==> src/rtl/sum_accumulator_pkg.sv <==
// rtl/sum_accumulator_pkg.sv - shared types, limits and saturation helper for sum_accumulator
//
// Contents:
//   state_t     : frame FSM states (IDLE, ACCUM, HOLD)
//   COUNT_WIDTH : width of the per-frame sample counter
//   sat_max/min : clamp limits of a signed value of a given width
//   sat         : integer reference clamp, usable from RTL constants or a bench model
package sum_accumulator_pkg;

  typedef enum logic [1:0] {
    IDLE  = 2'd0,
    ACCUM = 2'd1,
    HOLD  = 2'd2
  } state_t;

  localparam int COUNT_WIDTH = 16;

  function automatic int sat_max(input int width);
    return (1 << (width - 1)) - 1;
  endfunction

  function automatic int sat_min(input int width);
    return -(1 << (width - 1));
  endfunction

  function automatic int sat(input int value, input int width);
    if (value > sat_max(width)) begin
      return sat_max(width);
    end else if (value < sat_min(width)) begin
      return sat_min(width);
    end
    return value;
  endfunction

endpackage

==> src/rtl/sum_accumulator_sat_add.sv <==
// rtl/sum_accumulator_sat_add.sv - combinational signed add with clamp to OUT_WIDTH
//
// Ports:
//   i_acc     : running accumulator, signed OUT_WIDTH (always already in range)
//   i_sample  : new sample, signed IN_WIDTH (IN_WIDTH <= OUT_WIDTH)
//   o_sum     : clamped sum, signed OUT_WIDTH
//   o_clamped : high when the true sum fell outside the OUT_WIDTH range
module sum_accumulator_sat_add
  import sum_accumulator_pkg::*;
#(
  parameter int IN_WIDTH  = 2,
  parameter int OUT_WIDTH = 5
) (
  input  logic signed [OUT_WIDTH-1:0] i_acc,
  input  logic signed [IN_WIDTH-1:0]  i_sample,
  output logic signed [OUT_WIDTH-1:0] o_sum,
  output logic                        o_clamped
);

  // One extra bit is enough: an in-range accumulator plus a sample no wider
  // than it cannot overflow OUT_WIDTH+1 bits.
  localparam logic signed [OUT_WIDTH:0] LIM_HI = (OUT_WIDTH + 1)'(sat_max(OUT_WIDTH));
  localparam logic signed [OUT_WIDTH:0] LIM_LO = (OUT_WIDTH + 1)'(sat_min(OUT_WIDTH));

  logic signed [OUT_WIDTH:0] w_acc_ext;
  logic signed [OUT_WIDTH:0] w_smp_ext;
  logic signed [OUT_WIDTH:0] w_raw;

  assign w_acc_ext = {i_acc[OUT_WIDTH-1], i_acc};
  assign w_smp_ext = {{(OUT_WIDTH + 1 - IN_WIDTH){i_sample[IN_WIDTH-1]}}, i_sample};
  assign w_raw     = w_acc_ext + w_smp_ext;

  always_comb begin
    o_sum     = w_raw[OUT_WIDTH-1:0];
    o_clamped = 1'b0;
    if (w_raw > LIM_HI) begin
      o_sum     = LIM_HI[OUT_WIDTH-1:0];
      o_clamped = 1'b1;
    end else if (w_raw < LIM_LO) begin
      o_sum     = LIM_LO[OUT_WIDTH-1:0];
      o_clamped = 1'b1;
    end
  end

endmodule

==> src/rtl/sum_accumulator.sv <==
// rtl/sum_accumulator.sv - saturating accumulation of COUNT signed samples per frame
//
// Ports:
//   clk, rst      : clock, asynchronous active-high reset
//   clear         : synchronous frame abort, drops any pending result and same-cycle sample
//   in_data       : signed IN_WIDTH sample, in_valid/in_ready handshake
//   out_data      : signed OUT_WIDTH frame result, out_valid/out_ready handshake
//   out_overflow  : frame clamped at least once, valid with out_data
module sum_accumulator
  import sum_accumulator_pkg::*;
#(
  parameter int IN_WIDTH  = 2,
  parameter int OUT_WIDTH = 5,
  parameter int COUNT     = 4
) (
  input  logic                 clk,
  input  logic                 rst,
  input  logic                 clear,
  input  logic [IN_WIDTH-1:0]  in_data,
  input  logic                 in_valid,
  output logic                 in_ready,
  output logic [OUT_WIDTH-1:0] out_data,
  output logic                 out_valid,
  input  logic                 out_ready,
  output logic                 out_overflow
);

  localparam logic [COUNT_WIDTH-1:0] COUNT_W = COUNT_WIDTH'(COUNT);

  state_t                       r_state;
  logic   [COUNT_WIDTH-1:0]     r_count;
  logic   signed [OUT_WIDTH-1:0] r_acc;
  logic                         r_ovf;
  logic   [OUT_WIDTH-1:0]       r_out_data;
  logic                         r_out_valid;
  logic                         r_out_overflow;

  state_t                       w_state_nxt;
  logic   [COUNT_WIDTH-1:0]     w_count_nxt;
  logic   signed [OUT_WIDTH-1:0] w_acc_nxt;
  logic                         w_ovf_nxt;
  logic   [OUT_WIDTH-1:0]       w_out_data_nxt;
  logic                         w_out_valid_nxt;
  logic                         w_out_overflow_nxt;

  logic                         w_in_ready;
  logic                         w_in_accept;
  logic                         w_out_accept;
  logic   [COUNT_WIDTH-1:0]     w_count_inc;
  logic   signed [OUT_WIDTH-1:0] w_in_ext;
  logic   signed [OUT_WIDTH-1:0] w_sum;
  logic                         w_clamped;

  // Ready is a pure function of state so the upstream adder never sees a
  // combinational path from its own valid back to ready.
  assign w_in_ready   = (r_state != HOLD);
  assign w_in_accept  = in_valid & w_in_ready;
  assign w_out_accept = r_out_valid & out_ready;
  assign w_count_inc  = r_count + 1'b1;
  assign w_in_ext     = {{(OUT_WIDTH - IN_WIDTH){in_data[IN_WIDTH-1]}}, in_data};

  sum_accumulator_sat_add #(
    .IN_WIDTH  (IN_WIDTH),
    .OUT_WIDTH (OUT_WIDTH)
  ) u_sat_add (
    .i_acc     (r_acc),
    .i_sample  (in_data),
    .o_sum     (w_sum),
    .o_clamped (w_clamped)
  );

  always_ff @(posedge clk or posedge rst) begin
    if (rst) begin
      r_state        <= IDLE;
      r_count        <= '0;
      r_acc          <= '0;
      r_ovf          <= 1'b0;
      r_out_data     <= '0;
      r_out_valid    <= 1'b0;
      r_out_overflow <= 1'b0;
    end else begin
      r_state        <= w_state_nxt;
      r_count        <= w_count_nxt;
      r_acc          <= w_acc_nxt;
      r_ovf          <= w_ovf_nxt;
      r_out_data     <= w_out_data_nxt;
      r_out_valid    <= w_out_valid_nxt;
      r_out_overflow <= w_out_overflow_nxt;
    end
  end

  always_comb begin
    w_state_nxt        = r_state;
    w_count_nxt        = r_count;
    w_acc_nxt          = r_acc;
    w_ovf_nxt          = r_ovf;
    w_out_data_nxt     = r_out_data;
    w_out_valid_nxt    = r_out_valid;
    w_out_overflow_nxt = r_out_overflow;

    if (clear) begin
      // Abort wins over any handshake in the same cycle.
      w_state_nxt        = IDLE;
      w_count_nxt        = '0;
      w_acc_nxt          = '0;
      w_ovf_nxt          = 1'b0;
      w_out_data_nxt     = '0;
      w_out_valid_nxt    = 1'b0;
      w_out_overflow_nxt = 1'b0;
    end else begin
      case (r_state)
        IDLE: begin
          if (w_in_accept) begin
            // First sample of a frame is loaded, not added, so it never clamps.
            w_acc_nxt   = w_in_ext;
            w_count_nxt = COUNT_WIDTH'(1);
            w_ovf_nxt   = 1'b0;
            if (COUNT_W == COUNT_WIDTH'(1)) begin
              w_out_data_nxt     = w_in_ext;
              w_out_overflow_nxt = 1'b0;
              w_out_valid_nxt    = 1'b1;
              w_state_nxt        = HOLD;
            end else begin
              w_state_nxt = ACCUM;
            end
          end
        end

        ACCUM: begin
          if (w_in_accept) begin
            w_acc_nxt   = w_sum;
            w_count_nxt = w_count_inc;
            w_ovf_nxt   = r_ovf | w_clamped;
            if (w_count_inc == COUNT_W) begin
              w_out_data_nxt     = w_sum;
              w_out_overflow_nxt = r_ovf | w_clamped;
              w_out_valid_nxt    = 1'b1;
              w_state_nxt        = HOLD;
            end
          end
        end

        HOLD: begin
          if (w_out_accept) begin
            w_state_nxt        = IDLE;
            w_count_nxt        = '0;
            w_acc_nxt          = '0;
            w_ovf_nxt          = 1'b0;
            w_out_data_nxt     = '0;
            w_out_valid_nxt    = 1'b0;
            w_out_overflow_nxt = 1'b0;
          end
        end

        default: begin
          w_state_nxt = IDLE;
        end
      endcase
    end
  end

  assign in_ready     = w_in_ready;
  assign out_data     = r_out_data;
  assign out_valid    = r_out_valid;
  assign out_overflow = r_out_overflow;

endmodule
==> config.mk <==
export PLATFORM = sky130hd
export DESIGN_NAME = sum_accumulator
export DESIGN_NICKNAME = d
export VERILOG_FILES = /design/src/rtl/sum_accumulator_pkg.sv /design/src/rtl/sum_accumulator_sat_add.sv /design/src/rtl/sum_accumulator.sv
export SDC_FILE = /design/constraint.sdc
export NUM_CORES = 1
export LEC_CHECK = 0
export CAP_MARGIN = 10
export CORE_MARGIN = 1
export CORE_UTILIZATION = 50
export DETAILED_ROUTE_END_ITERATION = 16
export DONT_BUFFER_PORTS = 1
export SLEW_MARGIN = 5
export SYNTH_ARGS = -nofsm -noshare
export SYNTH_HDL_FRONTEND = slang
export SYNTH_SLANG_ARGS = --single-unit
export TNS_END_PERCENT = 10
==> constraint.sdc <==
create_clock -name clk -period 3.8 [get_ports clk]
set_input_delay 0.57 -clock clk [delete_from_list [all_inputs] [get_ports clk]]
set_output_delay 0.57 -clock clk [all_outputs]
set_load 0.02 [all_outputs]
==> impl_metrics.json, run 1 <==
{
  "outcome": "completed",
  "relSlewSlack": 0.535,
  "slowest_delay_ns": 0.54,
  "place_ws_ns": 1.09,
  "finalNonFillerCells": 302,
  "worst-setup-path-type": "reg -> reg",
  "synth.distinct_cells": 57,
  "placed_area_um2": 2260,
  "required_ns": 3.97,
  "drive_above_1_share": 0.100,
  "clock_latency_ns": 0.28,
  "critical_path.top_delay_family": "simple AND/OR/NAND/NOR gates",
  "synth-seq-cells": 31,
  "dieHeight_um": 69.2,
  "final_max_slew_viol_count": 0,
  "gp_congestion": 0.776,
  "totalWireLength_um": 4850,
  "whs_ns": 0.187,
  "clock_skew_ns": 0.00724,
  "drc": 0,
  "synth_nets": 274,
  "setup_viol_count_final": 0,
  "numCtsBuffers": 5,
  "clockPowerShare": 0.292,
  "fillers": 385,
  "mostFrequentLayoutCells": "31 x dfrtp_1, 28 x o21ai_0, 27 x nor2_1, 20 x nand2_1, 14 x ha_1",
  "final_util": 0.546,
  "power.leakage_nw": 1.03,
  "hp-class": "in -> async",
  "area_delta_synth_final_pct": 5.26,
  "switching_share": 0.360,
  "ir_worst_vdd_v": 0.000332,
  "io_buffers": 0,
  "grt_pass1_vias": 1751,
  "diodes": 0,
  "dieArea_um2": 4790,
  "period_share": 0.694,
  "crit_buf_inv": 0,
  "post-cts-setup-buffer-count": 0,
  "dp_cells": 294,
  "synth_cells": 252,
  "power_frac_seq": 0.333,
  "post-dp-hpwl_um": 3540,
  "dr_total_vias": 1852,
  "rows": 24,
  "syn_avg_cell_area_um2": 8.97,
  "cp-end-kind": "flop",
  "slowest_stage": "nor4_1",
  "fin_area_um2": 2380,
  "globalRouteOverflowTotal": 0,
  "drt-pass1-iter-count": 4,
  "cts_max_path_buffers": 2,
  "rsz0062_at_grt": "false",
  "maxCapViolCount": 0,
  "wl_per_cell_um": 16.0,
  "groute.usage.overall": 0.219,
  "hold_viol_final": 0,
  "start_util": 0.519,
  "synth_flop_cell": "dfrtp_1",
  "crit_chain": "nand4_2 > nor4_1 > xnor2_1 > o211ai_2 > nor4_4 > mux2_4",
  "post-route-min-period_ns": 2.64,
  "fp.dieW_um": 69.2,
  "layout_setup_ws_ns": 1.16,
  "worstMarginPinSlew_ns": 0.692,
  "cp.arrival_ns": 2.81,
  "io_pins": 15,
  "power_mw": 1.16,
  "cts_tree": "yes",
  "nets": 271,
  "first_iter_violations": 112,
  "cts-root-buf": "clkbuf_8",
  "grt_max_degree": 20,
  "hold_buffers": 0,
  "pwr-share-comb": 0.375,
  "core_um2": 4350,
  "ys_warn_count": 0,
  "final_common_cell": "dfrtp_1",
  "startpoint_type": "flop",
  "cts_resized": 0,
  "htreeDepth": 2,
  "cts_sinks": 31,
  "fmax_mhz": 379,
  "crit_fanout": 8,
  "antenna_found_initial": 0,
  "powerDensity_nw_per_um2": 488,
  "syn_area_um2": 2260,
  "synth_edf_count": 0,
  "ant_nets": 0,
  "tns_ns": 0,
  "p_sw_mw": 0.418,
  "async_reset_ff_frac": 1.00,
  "seq_area_frac_synth": 0.343,
  "grt_first_pass_wirelength_um": 8250,
  "avgViaCountPerCell": 6.13,
  "p_int_mw": 0.742,
  "clk_pin_slew_ns": 0.07
}
==> worst reg2reg max path: stages, from the launching register on <==
cell,delay [ns]
dfrtp_1,0.49
nand4_2,0.26
nor4_1,0.54
xnor2_1,0.22
o211ai_2,0.16
nor4_4,0.51
mux2_4,0.35
==> worst paths after layout <==
check	startpoint	to	slack, ns	cells after the start
setup reg to reg	r_count[2]	out_valid	1.16	6
min in group clk	clear	r_count[0]	0.35	1
max in group asynchronous	rst	r_acc[2]	2.96	2
hold / removal	rst	r_count[2]	0.19	1
hold reg to reg	r_ovf	r_ovf	0.55	2
setup / recovery	r_count[2]	out_valid	1.16	6
==> layout make-up <==
| class | count | area, um^2 | share of cell area |
|---|---|---|---|
| multi-input cells | 199 | 1360 | 0.572 |
| repair buffers | 4 | 30.0 | 0.0126 |
| inverters | 8 | 30.0 | 0.0126 |
| flip-flops and latches | 31 | 776 | 0.326 |
| clock inverters | 2 | 35.0 | 0.0147 |
| well taps | 52 | 65.1 | 0.0274 |
| clock buffers | 6 | 82.6 | 0.0347 |
==> cell families after synthesis <==
group | after synthesis | share of synthesized area
AOI/OAI and AO/OA | 74 | 0.215
DFF | 31 | 0.343
buffers and inverters | 22 | 0.0548
and+or+nand+nor | 94 | 0.231
muxes | 8 | 0.0377
xor gates and xnor gates | 8 | 0.0310
adders and majority gates | 15 | 0.0864
==> Yosys cell counts (2+ instances only) <==
| library cell | number | area share |
|---|---|---|
| mux2i_1 | 7 | 0.031 |
| xnor2_1 | 5 | 0.019 |
| o21ai_0 | 28 | 0.062 |
| xor2_1 | 3 | 0.012 |
| a21o_1 | 5 | 0.017 |
| nor2b_1 | 2 | 0.0055 |
| nor2_1 | 27 | 0.045 |
| or3_1 | 2 | 0.0055 |
| o211a_1 | 2 | 0.0089 |
| nor2_4 | 2 | 0.010 |
| nand2_1 | 20 | 0.033 |
| and3_2 | 2 | 0.0066 |
| a31oi_1 | 6 | 0.017 |
| buf_4 | 2 | 0.0066 |
| buf_6 | 3 | 0.015 |
| o31ai_1 | 5 | 0.017 |
| nand3_1 | 10 | 0.022 |
| and2_1 | 2 | 0.0055 |
| o211ai_1 | 2 | 0.0066 |
| nand4_1 | 4 | 0.011 |
| nor3_1 | 7 | 0.016 |
| ha_1 | 14 | 0.078 |
| nand2b_1 | 4 | 0.011 |
| inv_1 | 8 | 0.013 |
| dfrtp_1 | 31 | 0.34 |
| o311ai_0 | 2 | 0.0078 |
| a311oi_1 | 2 | 0.0078 |
| a21oi_1 | 10 | 0.022 |
| clkbuf_1 | 7 | 0.012 |
==> power groups by stage <==
stage | Combinational [mW] | Sequential [mW] | Clock, mW
finish | 0.435 | 0.387 | 0.339
global route | 0.499 | 0.391 | 0.362
CTS | 0.438 | 0.387 | 0.346
detailed placement | 0.437 | 0.392 | 0
global placement | 0.436 | 0.393 | 0
floorplan | 0.332 | 0.385 | 0
==> sequential cells by signal, indices dropped and copies added, names as in the netlist <==
signal	cells
out_data	5
r_acc	5
out_overflow	1
out_valid	1
r_count	16
r_ovf	1
r_state	2
==> metal layers <==
layer	wire length [um]	vias to the layer above	share of wire	track usage
li1	-	911	-	-
met1	2280	910	0.47	0.272
met2	2330	25	0.48	0.369
met3	158	6	0.033	0.0523
met4	73	0	0.015	0.0816
met5	0	-	0	0
(Power assumes the default switching activity.)
==> run 2, diff against run 1 <==
Clock period 3.8 ns to 2.6 ns, I/O delays scaled along.
==> run 2 against run 1 <==
Against the previous run:
- maximum frequency grew 5.5%
- global-route usage grew 0.75 points
- hold slack lost 0.064 ns
- design area grew 2.2%
==> impl_metrics.json, run 2 (synthesis gave the netlist of run 1 again) <==
{
  "outcome": "completed",
  "slowest_stage": "fa_1",
  "totalWireLength_um": 4930,
  "setup_viol_count_final": 0,
  "crit_fanout": 6,
  "cp.arrival_ns": 2.71,
  "hp-class": "in -> async",
  "core_um2": 4350,
  "gp_congestion": 0.794,
  "power_frac_seq": 0.349,
  "clockPowerShare": 0.260,
  "drc": 0,
  "finalNonFillerCells": 310,
  "wl_per_cell_um": 15.9,
  "period_share": 0.961,
  "final_util": 0.558,
  "power.leakage_nw": 1.07,
  "final_max_slew_viol_count": 0,
  "dr_total_vias": 1862,
  "fp.dieW_um": 69.2,
  "grt_first_pass_wirelength_um": 8700,
  "crit_chain": "ha_1 > fa_1 > a21o_1 > a21oi_1 > xor2_1 > inv_1 > ha_1 > o311ai_0 > o21ai_0 > nor2_1",
  "layout_setup_ws_ns": 0.102,
  "crit_path_frequent_cell": "ha_1",
  "p_sw_mw": 0.606,
  "powerDensity_nw_per_um2": 669,
  "drive_above_1_share": 0.132,
  "fmax_mhz": 400,
  "startpoint_type": "flop",
  "grt_max_degree": 20,
  "cp-end-kind": "flop",
  "largest_reg_flops": 16,
  "rsz0062_at_grt": "true",
  "hold_viol_final": 0,
  "first_iter_violations": 92,
  "cts-root-buf": "clkbuf_8",
  "antenna_found_initial": 0,
  "final_common_cell": "dfrtp_1",
  "p_int_mw": 1.02,
  "pwr-share-comb": 0.391,
  "worstMarginPinSlew_ns": 0.750,
  "dieHeight_um": 69.2,
  "avgViaCountPerCell": 6.01,
  "worst-setup-path-type": "reg -> reg",
  "ant_nets": 0,
  "ir_worst_vdd_v": 0.000504,
  "place_ws_ns": 0.0627,
  "io_buffers": 0,
  "post-route-min-period_ns": 2.50,
  "post-dp-hpwl_um": 3600,
  "cts_tree": "yes",
  "nets": 279,
  "switching_share": 0.373,
  "globalRouteOverflowTotal": 0,
  "power_mw": 1.63,
  "maxCapViolCount": 0,
  "io_pins": 15,
  "dp_cells": 302,
  "clock_skew_ns": 0.00542,
  "area_delta_synth_final_pct": 7.53,
  "drt-pass1-iter-count": 4,
  "groute.usage.overall": 0.227,
  "worstReg2RegStart": "r_acc[0]",
  "start_util": 0.519,
  "clock_latency_ns": 0.28,
  "grt_pass1_vias": 1882,
  "rows": 24,
  "ff2ff_path_depth": 10,
  "slowest_delay_ns": 0.40,
  "htreeDepth": 2,
  "mostFrequentLayoutCells": "31 x dfrtp_1, 28 x o21ai_0, 26 x nor2_1, 20 x nand2_1, 14 x ha_1",
  "clk_pin_slew_ns": 0.07,
  "relSlewSlack": 0.499,
  "dieArea_um2": 4790,
  "r2r_slack_ns": 0.10,
  "regMostFlops": "r_count",
  "diodes": 0,
  "required_ns": 2.82,
  "cts_max_path_buffers": 2,
  "numCtsBuffers": 5,
  "cts_sinks": 31,
  "reg2reg_to": "r_acc[4]"
}
run 2: what timing repair did:
item / CTS / global route
endpoints found under the setup margin: 0 / 20
setup buffers: 0 / 0
resized for setup: 0 / 2
hold buffers: 0 / 0
run 2: power groups by stage:
stage,Combinational [mW],Clock [mW],Sequential (mW)
2_1_floorplan,0.485,0,0.563
3_3_place_gp,0.628,0,0.576
3_5_place_dp,0.637,0,0.575
4_1_cts,0.638,0.435,0.567
5_1_grt,0.719,0.454,0.572
6_report,0.636,0.423,0.567
run 2: cell type report:
type	instances	area, um^2
flip-flops and latches	31	776
inverters	8	30.0
fillers	414	1920
repair buffers	12	90.1
clock buffers	8	100
well taps	52	65.1
multi-input cells	199	1370
run 2: worst max-delay path: cells and delay by family (launching register included):
family	cells	cell delay, ns
AOI/OAI and AO/OA	4	0.79
xor gates and xnor gates	1	0.26
adders and majority gates	3	0.84
buffers and inverters	1	0.07
DFF	1	0.38
and+or+nand+nor	1	0.10
run 2: routing by layer:
layer	track usage	up-vias	wire length [um]
li1	-	927	-
met1	0.294	900	2260
met2	0.373	29	2430
met3	0.0552	6	163
met4	0.0703	0	74
met5	0	-	0
run 2: how the worst max path moves through the flow:
stage,from,to,slack [ns],depth (start not counted)
5_1_grt,r_acc[0],r_acc[4],-0.12,10
2_1_floorplan,in_data[0],r_acc[4],0.22,10
6_report,r_acc[0],r_acc[4],0.10,10
4_1_cts,r_acc[0],r_acc[4],0.08,10
3_3_place_gp,in_data[0],r_acc[4],0.11,10
3_5_place_dp,in_data[0],r_acc[4],0.06,10
run 2: metrics by stage:
stage / cell area (um^2) / TNS, ns / hold WS [ns]
finish: 2430 / 0 / 0.124
global placement: 2320 / 0 / 0.453
global route: 2430 / -0.285 / 0.143
floorplan: 2260 / 0 / 0.494
CTS: 2420 / 0 / 0.148
detailed placement: 2320 / 0 / 0.457
